### src/rtl/pipe_ctrl.sv
// Pipeline hazard/redirect controller: stalls, flushes, boot sequencing,
// trap entry and ERET return for a four-stage-register pipeline.
module pipe_ctrl #(
    parameter logic [29:0] RESET_VECTOR = 30'h0000000,
    parameter logic [29:0] EXP_VECTOR   = 30'h0000004,
    parameter int unsigned BOOT_CYCLES  = 2
) (
    input  logic        clk,
    input  logic        reset,
    input  logic        if_busy,
    input  logic        mem_busy,
    input  logic        ld_hazard,
    input  logic        mem_en,
    input  logic [29:0] mem_pc,
    input  logic [2:0]  mem_exp_code,
    input  logic        mem_eret,
    input  logic        int_req,
    input  logic        int_en,
    output logic        if_stall,
    output logic        id_stall,
    output logic        ex_stall,
    output logic        mem_stall,
    output logic        if_flush,
    output logic        id_flush,
    output logic        ex_flush,
    output logic        mem_flush,
    output logic [29:0] new_pc,
    output logic        new_pc_valid,
    output logic [29:0] epc,
    output logic [2:0]  exp_cause,
    output logic        busy_trap
);

    localparam int unsigned PC_W   = 30;
    localparam int unsigned CODE_W = 3;
    localparam int unsigned CNT_W  = 4;

    typedef enum logic [1:0] {
        ST_BOOT = 2'd0,
        ST_RUN  = 2'd1,
        ST_TRAP = 2'd2
    } state_t;

    state_t              state_q, state_d;
    logic [CNT_W-1:0]    boot_cnt_q, boot_cnt_d;
    logic [PC_W-1:0]     epc_q, epc_d;
    logic [CODE_W-1:0]   cause_q, cause_d;

    logic stall_all;
    logic evt_ok;
    logic take_exp;
    logic take_int;
    logic take_eret;

    assign stall_all = if_busy | mem_busy;
    assign evt_ok    = mem_en & ~mem_busy;
    assign take_exp  = evt_ok & (|mem_exp_code);
    assign take_int  = evt_ok & ~(|mem_exp_code) & int_req & int_en;
    assign take_eret = evt_ok & ~(|mem_exp_code) & ~(int_req & int_en) & mem_eret;

    assign id_stall  = stall_all;
    assign ex_stall  = stall_all;
    assign mem_stall = stall_all;

    // Next-state, redirect and flush decode
    always_comb begin
        state_d      = state_q;
        boot_cnt_d   = boot_cnt_q;
        epc_d        = epc_q;
        cause_d      = cause_q;
        if_stall     = stall_all;
        if_flush     = 1'b0;
        id_flush     = 1'b0;
        ex_flush     = 1'b0;
        mem_flush    = 1'b0;
        new_pc       = '0;
        new_pc_valid = 1'b0;

        case (state_q)
            ST_BOOT: begin
                if_flush   = 1'b1;
                id_flush   = 1'b1;
                ex_flush   = 1'b1;
                mem_flush  = 1'b1;
                boot_cnt_d = boot_cnt_q - CNT_W'(1);
                // Gate with reset so a one-cycle boot does not redirect while held in reset
                if (boot_cnt_q <= CNT_W'(1)) begin
                    new_pc       = RESET_VECTOR;
                    new_pc_valid = reset;
                    state_d      = ST_RUN;
                end
            end
            ST_RUN: begin
                if (take_exp || take_int) begin
                    if_flush     = 1'b1;
                    id_flush     = 1'b1;
                    ex_flush     = 1'b1;
                    mem_flush    = 1'b1;
                    new_pc       = EXP_VECTOR;
                    new_pc_valid = 1'b1;
                    epc_d        = mem_pc;
                    cause_d      = take_exp ? mem_exp_code : CODE_W'(1);
                    state_d      = ST_TRAP;
                end else if (take_eret) begin
                    if_flush     = 1'b1;
                    id_flush     = 1'b1;
                    ex_flush     = 1'b1;
                    mem_flush    = 1'b1;
                    new_pc       = epc_q;
                    new_pc_valid = 1'b1;
                end else begin
                    if_stall = stall_all | ld_hazard;
                    id_flush = ld_hazard & ~stall_all;
                end
            end
            ST_TRAP: begin
                if (!stall_all) begin
                    state_d = ST_RUN;
                end
            end
            default: begin
                state_d = ST_BOOT;
            end
        endcase
    end

    always_ff @(posedge clk or negedge reset) begin
        if (!reset) begin
            state_q    <= ST_BOOT;
            boot_cnt_q <= CNT_W'(BOOT_CYCLES);
            epc_q      <= '0;
            cause_q    <= '0;
        end else begin
            state_q    <= state_d;
            boot_cnt_q <= boot_cnt_d;
            epc_q      <= epc_d;
            cause_q    <= cause_d;
        end
    end

    assign epc       = epc_q;
    assign exp_cause = cause_q;
    assign busy_trap = (state_q == ST_TRAP);

endmodule
### config.mk
export PLATFORM = sky130hd
export DESIGN_NAME = pipe_ctrl
export DESIGN_NICKNAME = d
export VERILOG_FILES = /design/src/rtl/pipe_ctrl.sv
export SDC_FILE = /design/constraint.sdc
export NUM_CORES = 1
export LEC_CHECK = 0
export BUFFER_PORTS_ARGS = -buffer_cell sky130_fd_sc_hd__buf_2
export CAP_MARGIN = 20
export CORE_ASPECT_RATIO = 0.8
export CORE_MARGIN = 1.5
export CORE_UTILIZATION = 42
export CTS_CLUSTER_DIAMETER = 80
export CTS_CLUSTER_SIZE = 28
export DETAILED_ROUTE_END_ITERATION = 16
export PLACE_DENSITY = 0.8
export SLEW_MARGIN = 20
export SYNTH_ARGS = -nofsm -noshare
export SYNTH_HDL_FRONTEND = slang
export SYNTH_SLANG_ARGS = --single-unit
### constraint.sdc
create_clock -name clk -period 2.4 [get_ports clk]
set_input_delay 0.24 -clock clk [delete_from_list [all_inputs] [get_ports clk]]
set_output_delay 0.24 -clock clk [all_outputs]
set_load 0.005 [all_outputs]
==> flow_summary.ini, run 1 <==
[floorplanning]
design.core.area_um2 = 4257
pin_count = 115
fp.dieW_um = 78.29
dieArea_um2 = 4950
rows = 21
die_h_um = 63.23
initial_utilization_pct = 44.74

[setup_path]
crit_family = simple AND/OR/NAND/NOR gates
timing.rr.start = state_q[1]$_DFFE_PN0P_
crit_buf_inv = 2
critical-path-slowest-cell = dfrtp_1
cp.required_ps = 2160
cp_max_fo = 16
crit_start = state_q[1]$_DFFE_PN0P_
path_cells = and4bb_1 > and3_1 > buf_4 > and2_1 > buf_2
critPathKind = register to output pin
endpoint_kind = output pin
worstPathArrival_ps = 1780
cp_slowest_stage_delay_ps = 460
cp-start-kind = register

[sta]
fmax_mhz = 494.2
finalMaxSlewViolations = 0
final.period_utilization_pct = 84.30
finalClockSkew_ps = 4.477
worstMarginPinSlew_ps = 508.4
timing_hold_violations_final = 0
fin_tns_setup_ps = 0
grt_setup_unrepaired = no
relSlewSlack_pct = 66.07
finalCriticalPeriod_ps = 2023
setup_viol = 0

[min_path]
hold_class = primary input to async pin

[place]
place_inst = 319
gp_congestion = 0.7874
portBuffers = 114
dpl.hpwl_mm = 3.160

[routing]
drtAntennaViolNets = 0
drtPass1Iterations = 4
drcViolationCount = 0
totalWireLength_mm = 4.046
dr.first_iter.drc_count = 53
wl_per_cell_um = 12.37
vias = 1569
viasPerCell = 4.798

[outcome]
status = finished clean

[global_route]
grt_pass1_wl_mm = 6.789
grt_usage_pct = 17.68
grt-ovfl-total = 0
grt_antenna_before_repair = 0
grt_max_degree = 40
first_global_vias = 1507

[power_and_ir_drop]
p_leak_nw = 1.379
p_switching_w = 0.0008429
comb_power_share_pct = 35.5
pwr-share-clk_pct = 19.6
vdd_drop_max_mv = 0.5437
netSwitchingFraction_pct = 30.51
p_int_w = 0.001920
power.density_nw_per_um2 = 1058
seqPwrFrac_pct = 44.8

[synth]
synth.distinct_cells = 33
netlist_instances = 156
synth_nets = 200
avgSynthCellArea_um2 = 12.21
syn_area_um2 = 1904
seq_area_frac_synth_pct = 51.31
ys_ff_latch = 39
ys_warn_count = 0

[job]
drv_cap = 0

[clocking]
cts-root-buf = clkbuf_8
cts_buffers = 5
cts_resized = 0
clk_path_buf_depth = 2
holdBufCountCts = 0
clock_latency_ps = 280
post_cts_buffers = 0
clkTransAtPathRegs_ps = 70
cts_tree = yes
cts.sinks = 39
h-tree-depth = 2

[layout]
final_cell_mix = buf_2, dfrtp_1, and2_1, mux2_2, nand2_1
area_growth_pct = 37.19
layout-drive-gt1-share_pct = 59.26
n_antenna_cell = 0
fin_cells = 327
layout.nets = 313
final_common_cell = buf_2
[sequential cells by signal, summed over array words and instances, names as in the netlist]
register and count:
boot_cnt_q 4, epc 30, exp_cause 3, state_q 2
[worst register-to-register path: cells and delay by family, from the launching register on]
family	cells	cell delay [ps]
DFF	1	460
buffers and inverters	1	240
muxes	1	370
and+or+nand+nor	2	790
[final cells by class]
type,count,area [um^2]
repair buffers,118,613.1
multi-input cells,101,818.3
fillers,379,1644
clock inverters,2,35.03
clock buffers,6,82.58
flip-flops and latches,39,977.2
well taps,57,71.32
inverters,4,15.01
[stage by stage]
step	util [%]	setup slack (ps)	instance area (um^2)	total power (W)	hold WS, ps
global route	61.38	224.0	2613	0.002994	77.12
global placement	58.61	550.2	2495	0.002200	359.4
CTS	61.38	377.8	2613	0.002814	49.53
floorplan	-	801.5	1904	0.001794	-55.59
detailed placement	58.61	461.0	2495	0.002250	358.7
finish	61.38	376.7	2613	0.002763	45.53
[kinds of logic (layout without fill, tap and decap cells)]
logic type                 after synthesis  in the layout  share of synthesized area [%]
AOI/OAI and AO/OA                       15             15                          6.768
xor gates and xnor gates                 3              3                          1.380
adders and majority gates                2              2                          1.314
buffers and inverters                   16            130                          5.715
DFF                                     39             39                          51.31
muxes                                   30             30                          17.74
and+or+nand+nor                         51             51                          15.77
[path summary, 6_finish.rpt]
kind / endpoint / cells after the start / slack [ps]
worst max-delay path: new_pc[16] / 5 / 380
worst min-delay path: epc[7]$_DFFE_PN0P_ / 2 / 50
worst max register to register: epc[11]$_DFFE_PN0P_ / 4 / 430
worst min register to register: boot_cnt_q[3]$_DFFE_PN0P_ / 1 / 480
max in group asynchronous: boot_cnt_q[1]$_DFFE_PN1P_ / 2 / 2010
min in group clk: epc[7]$_DFFE_PN0P_ / 2 / 170
[power groups by stage]
| stage | combinational (W) | sequential (W) | clock (W) |
|---|---|---|---|
| 3_5_place_dp | 0.00100 | 0.00125 | 0 |
| 4_1_cts | 0.00100 | 0.00124 | 0.000566 |
| 2_1_floorplan | 0.000574 | 0.00122 | 0 |
| 6_report | 0.000981 | 0.00124 | 0.000543 |
| 3_3_place_gp | 0.000967 | 0.00123 | 0 |
| 5_1_grt | 0.00109 | 0.00130 | 0.000600 |
[Yosys cell counts]
cell	count	area [um^2]
o21a_1	1	7.510
a2111oi_4	1	27.53
xor2_1	1	8.760
dfrtp_1	38	950.9
a21oi_1	3	15.01
or2_2	2	12.51
nand4_1	1	6.260
and2_1	29	181.4
a311oi_1	1	8.760
a41o_1	1	10.01
buf_6	3	33.78
dfstp_2	1	26.28
nor4_1	1	6.260
xnor2_1	2	17.52
nor2_2	1	6.260
nand2_1	8	30.03
inv_1	4	15.01
buf_2	1	5.000
mux2_1	1	11.26
buf_4	6	45.04
ha_1	2	25.02
and4bb_1	1	12.51
o21ai_0	3	15.01
a22o_1	2	17.52
and3_1	1	6.260
clkbuf_2	2	10.01
nand4bb_1	1	11.26
a2111o_1	1	11.26
nor2_1	4	15.01
nor2b_1	2	12.51
mux2_2	29	326.6
a31oi_1	1	6.260
o32a_1	1	10.01
[per-layer routing]
layer  vias to the layer above  part of all wire [%]  routed length (um)  GRT usage, %
met3                         4                   8.6                 349         5.072
met4                         0                  0.59                  24         5.134
met1                       733                    41                1660         21.10
met5                         -                     0                   0             0
li1                        757                     -                   -             -
met2                        75                    50                2012         30.98
(Power assumes the default switching activity.)
==> run 2, diff against run 1 <==
- clock period: 2.4 -> 2.1 ns (I/O delays scaled with it)
==> run 2 against run 1 <==
Net effect:
- the flow now finishes with violations (hold timing)
- core utilization down 0.24 points
- clock power up 13%
- sequential power up 15%
- critical path type unchanged
- largest power group unchanged
==> flow_summary.ini, run 2 (synthesis gave the netlist of run 1 again) <==
[global_route]
grt_usage_pct = 17.29
grt_max_degree = 40
grt-ovfl-total = 0
grt_pass1_wl_mm = 6.782
grt_antenna_before_repair = 0
first_global_vias = 1522

[layout]
fillers = 380
final_common_cell = buf_2
seqCellArea_um2 = 977.2
layout-drive-gt1-share_pct = 59.41
largest_reg_flops = 30
layout.nets = 314
area_growth_pct = 36.66
fin_util_pct = 61.14
final_cell_mix = buf_2, dfrtp_1, and2_1, mux2_2, nand2_1
n_antenna_cell = 0
multiInputGateArea_um2 = 818.3

[floorplanning]
fp.dieW_um = 78.29
pin_count = 115
initial_utilization_pct = 44.74
die_h_um = 63.23
rows = 21
design.core.area_um2 = 4257
dieArea_um2 = 4950

[sta]
finalCriticalPeriod_ps = 2000
grt_setup_unrepaired = no
whs_ps = -6.619
relSlewSlack_pct = 68.11
fin_tns_setup_ps = 0
finalClockSkew_ps = 2.288
fmax_mhz = 500.1
timing_hold_violations_final = 6
finalMaxSlewViolations = 0
worstMarginPinSlew_ps = 478.3
final.period_utilization_pct = 95.23
setup_viol = 0

[setup_path]
cp-start-kind = register
critPathKind = register to output pin
critical-path-slowest-cell = dfrtp_1
cp_slowest_stage_delay_ps = 460
endpoint_kind = output pin
cp.required_ps = 1890
cp_max_fo = 16
path_cells = and4bb_1 > and3_1 > buf_4 > and2_1 > buf_2
worstPathArrival_ps = 1790

[routing]
drcViolationCount = 0
vias = 1566
drtAntennaViolNets = 0
dr.first_iter.drc_count = 42
wl_per_cell_um = 12.45
drtPass1Iterations = 4
viasPerCell = 4.774
totalWireLength_mm = 4.085

[min_path]
hold_class = primary input to async pin

[clocking]
clock_latency_ps = 280
holdBufCountCts = 0
h-tree-depth = 2
cts-root-buf = clkbuf_8
cts_tree = yes
post_cts_buffers = 0
clk_path_buf_depth = 2
cts_buffers = 5
cts.sinks = 39
cts_resized = 0
clkTransAtPathRegs_ps = 80

[outcome]
status = finished with violations
violations = hold timing

[place]
dpl.hpwl_mm = 3.086
portBuffers = 114
gp_congestion = 0.7949

[power_and_ir_drop]
vdd_drop_max_mv = 0.7404
p_leak_nw = 1.378
power.density_nw_per_um2 = 1208

[job]
drv_cap = 0
## run 2: layout make-up
class	count	area share (%)
timing repair buffer	119	23.37
sequential	39	37.55
inverter	4	0.5769
tap	57	2.740
clock inverter	3	1.683
clock buffer	5	2.644
multi-input combinational	101	31.44
## run 2: power breakdown
part / switching [W] / total, W / leakage, nW / internal (W)
registers: 0.000280 / 0.00142 / 0.462 / 0.00114
logic: 0.000445 / 0.00111 / 0.858 / 0.000665
clock network: 0.000260 / 0.000614 / 0.0581 / 0.000354
total: 0.000985 / 0.00314 / 1.38 / 0.00216
## run 2: layer usage
| layer | track usage, % | wire, um | vias to the layer above |
|---|---|---|---|
| met2 | 29.89 | 1968 | 63 |
| met3 | 5.217 | 331 | 2 |
| li1 | - | - | 759 |
| met5 | 0 | 0 | - |
| met1 | 21.23 | 1764 | 742 |
| met4 | 4.018 | 19 | 0 |
## run 2: critical path, delay by kind of cell (launching register included)
kind	cells	cell delay [ps]
buf+inv	2	300
flops	1	460
simple gates	3	740
## run 2: final timing paths
path,start,endpoint,slack (ps),cells past startpoint
max reg2reg,state_q[1]$_DFFE_PN0P_,epc[6]$_DFFE_PN0P_,380,4
max,state_q[1]$_DFFE_PN0P_,new_pc[20],100,5
min,reset,exp_cause[2]$_DFFE_PN0P_,-7,2
max in group asynchronous,reset,boot_cnt_q[1]$_DFFE_PN1P_,1750,2
min in group clk,mem_pc[7],epc[7]$_DFFE_PN0P_,140,2
min reg2reg,boot_cnt_q[3]$_DFFE_PN0P_,boot_cnt_q[3]$_DFFE_PN0P_,480,1
## run 2: stage by stage
stage | cells | setup WS [ps] | power, W | cell area (um^2) | hold WS (ps)
final | 328 | 100.3 | 0.003144 | 2603 | -6.619
after global routing | 328 | 1.199 | 0.003379 | 2603 | 36.86
after CTS | 328 | 107.8 | 0.003190 | 2603 | 15.17
after detailed placement | 320 | 390.7 | 0.002561 | 2490 | 325.8
after global placement | 320 | 393.0 | 0.002515 | 2490 | 328.6
after floorplan | 156 | 531.5 | 0.002050 | 1904 | -85.59
==> run 3, diff against run 2 <==
- CORE_UTILIZATION: 42 -> 43
- PLACE_DENSITY: 0.8 -> 0.82
- SKIP_LAST_GASP: default -> 1
==> run 3 against run 2 <==
Net effect:
- die area down 2.2%
- clock power down 20%
- register-to-register slack better by 30 ps
- largest power group unchanged
- setup slack better by 46 ps
- wire length down 3.1%
- the flow now finishes without violations
- via count down 1.2%
==> flow_summary.ini, run 3 (synthesis gave the netlist of run 1 again) <==
[clocking]
holdBufCountCts = 0
clkTransAtPathRegs_ps = 70
cts.sinks = 39
h-tree-depth = 2
cts_tree = yes
clk_path_buf_depth = 2
cts-root-buf = clkbuf_8
clock_latency_ps = 280
cts_buffers = 5

[routing]
vias = 1547
dr.first_iter.drc_count = 39
drtPass1Iterations = 4
totalWireLength_mm = 3.959
drtAntennaViolNets = 0
wl_per_cell_um = 12.11
viasPerCell = 4.731
drcViolationCount = 0

[job]
drv_cap = 0

[floorplanning]
fp.dieW_um = 77.41
die_h_um = 62.52
rows = 21
dieArea_um2 = 4839
design.core.area_um2 = 4230
pin_count = 115
initial_utilization_pct = 45.02

[sta]
whs_ps = 13.00
finalMaxSlewViolations = 0
fmax_mhz = 512.0
final.period_utilization_pct = 93.01
worstMarginPinSlew_ps = 477.6
finalClockSkew_ps = 3.781
fin_tns_setup_ps = 0
grt_setup_unrepaired = no
finalCriticalPeriod_ps = 1953
timing_hold_violations_final = 0
relSlewSlack_pct = 68.16
setup_viol = 0

[global_route]
grt_antenna_before_repair = 0
use_met2_pct = 28.95
first_global_vias = 1481
grt-ovfl-total = 0
grt_usage_pct = 17.21
grt_max_degree = 40
grt_pass1_wl_mm = 6.561
grt.busiest_layer = met2
met1_usage_pct = 21.17
met3_usage_pct = 4.818

[layout]
postLayoutCellArea_um2 = 2579
area_growth_pct = 35.41
final_cell_mix = buf_2, dfrtp_1, and2_1, mux2_2, nand2_1
final_common_cell = buf_2
largest_reg_flops = 30
layout.nets = 314
layout-drive-gt1-share_pct = 60.00
fin_util_pct = 60.96
fin_cells = 327
n_antenna_cell = 0

[setup_path]
endpoint_kind = output pin
critPathKind = register to output pin
cp_max_fo = 15
cp-start-kind = register
worstPathArrival_ps = 1740
cp.required_ps = 1890

[place]
portBuffers = 114
gp_congestion = 0.7576
dpl_cell_area_um2 = 2490
place_inst = 320
dpl.hpwl_mm = 3.047

[power_and_ir_drop]
vdd_drop_max_mv = 0.6753
power.density_nw_per_um2 = 1169
p_leak_nw = 1.363

[outcome]
status = finished clean

[min_path]
hold_class = primary input to async pin
[run 3: area by class of cell]
cell class | count | area [um^2]
timing repair buffer | 119 | 608.1
fill | 343 | 1652
inverter | 4 | 15.01
multi-input combinational | 101 | 818.3
clock buffer | 6 | 82.58
sequential | 39 | 978.4
clock inverter | 1 | 5.005
tap | 57 | 71.32
[run 3: power by group]
group	internal, W	total (W)	switching, W
clock	0.000257	0.000492	0.000235
sequential	0.00114	0.00141	0.000268
combinational	0.000666	0.00111	0.000447
[run 3: metal layers]
layer / wire length [um] / vias up
li1: - / 758
met1: 1717 / 711
met2: 1867 / 70
met3: 325 / 8
met4: 48 / 0
met5: 0 / -
[run 3: metrics by stage]
step | setup WS, ps | power [W]
after floorplan | 531.5 | 0.002050
after global routing | 9.195 | 0.003283
final | 146.7 | 0.003016
after CTS | 102.4 | 0.003065
after detailed placement | 404.0 | 0.002559
after global placement | 431.5 | 0.002520
[run 3: worst max-delay path, cell delays in order (launching register included)]
cell and delay (ps):
dfrtp_1 450, and4bb_2 380, and3_1 200, buf_4 190
and2_1 140, buf_2 100
[run 3: path summary, 6_finish.rpt]
kind	from	endpoint	slack [ps]	cells after the start
hold reg to reg	boot_cnt_q[3]$_DFFE_PN0P_	boot_cnt_q[3]$_DFFE_PN0P_	470	1
min in group clk	mem_pc[7]	epc[7]$_DFFE_PN0P_	150	2
setup / recovery	state_q[1]$_DFFE_PN0P_	new_pc[18]	150	5
max in group asynchronous	reset	boot_cnt_q[1]$_DFFE_PN1P_	1730	2
hold / removal	reset	state_q[1]$_DFFE_PN0P_	10	2
setup reg to reg	state_q[1]$_DFFE_PN0P_	epc[23]$_DFFE_PN0P_	410	4
[run 3: timing repair]
item,4_1_cts,5_1_grt
buffers inserted,0,0
setup endpoints to repair,0,11
resized for setup,0,2
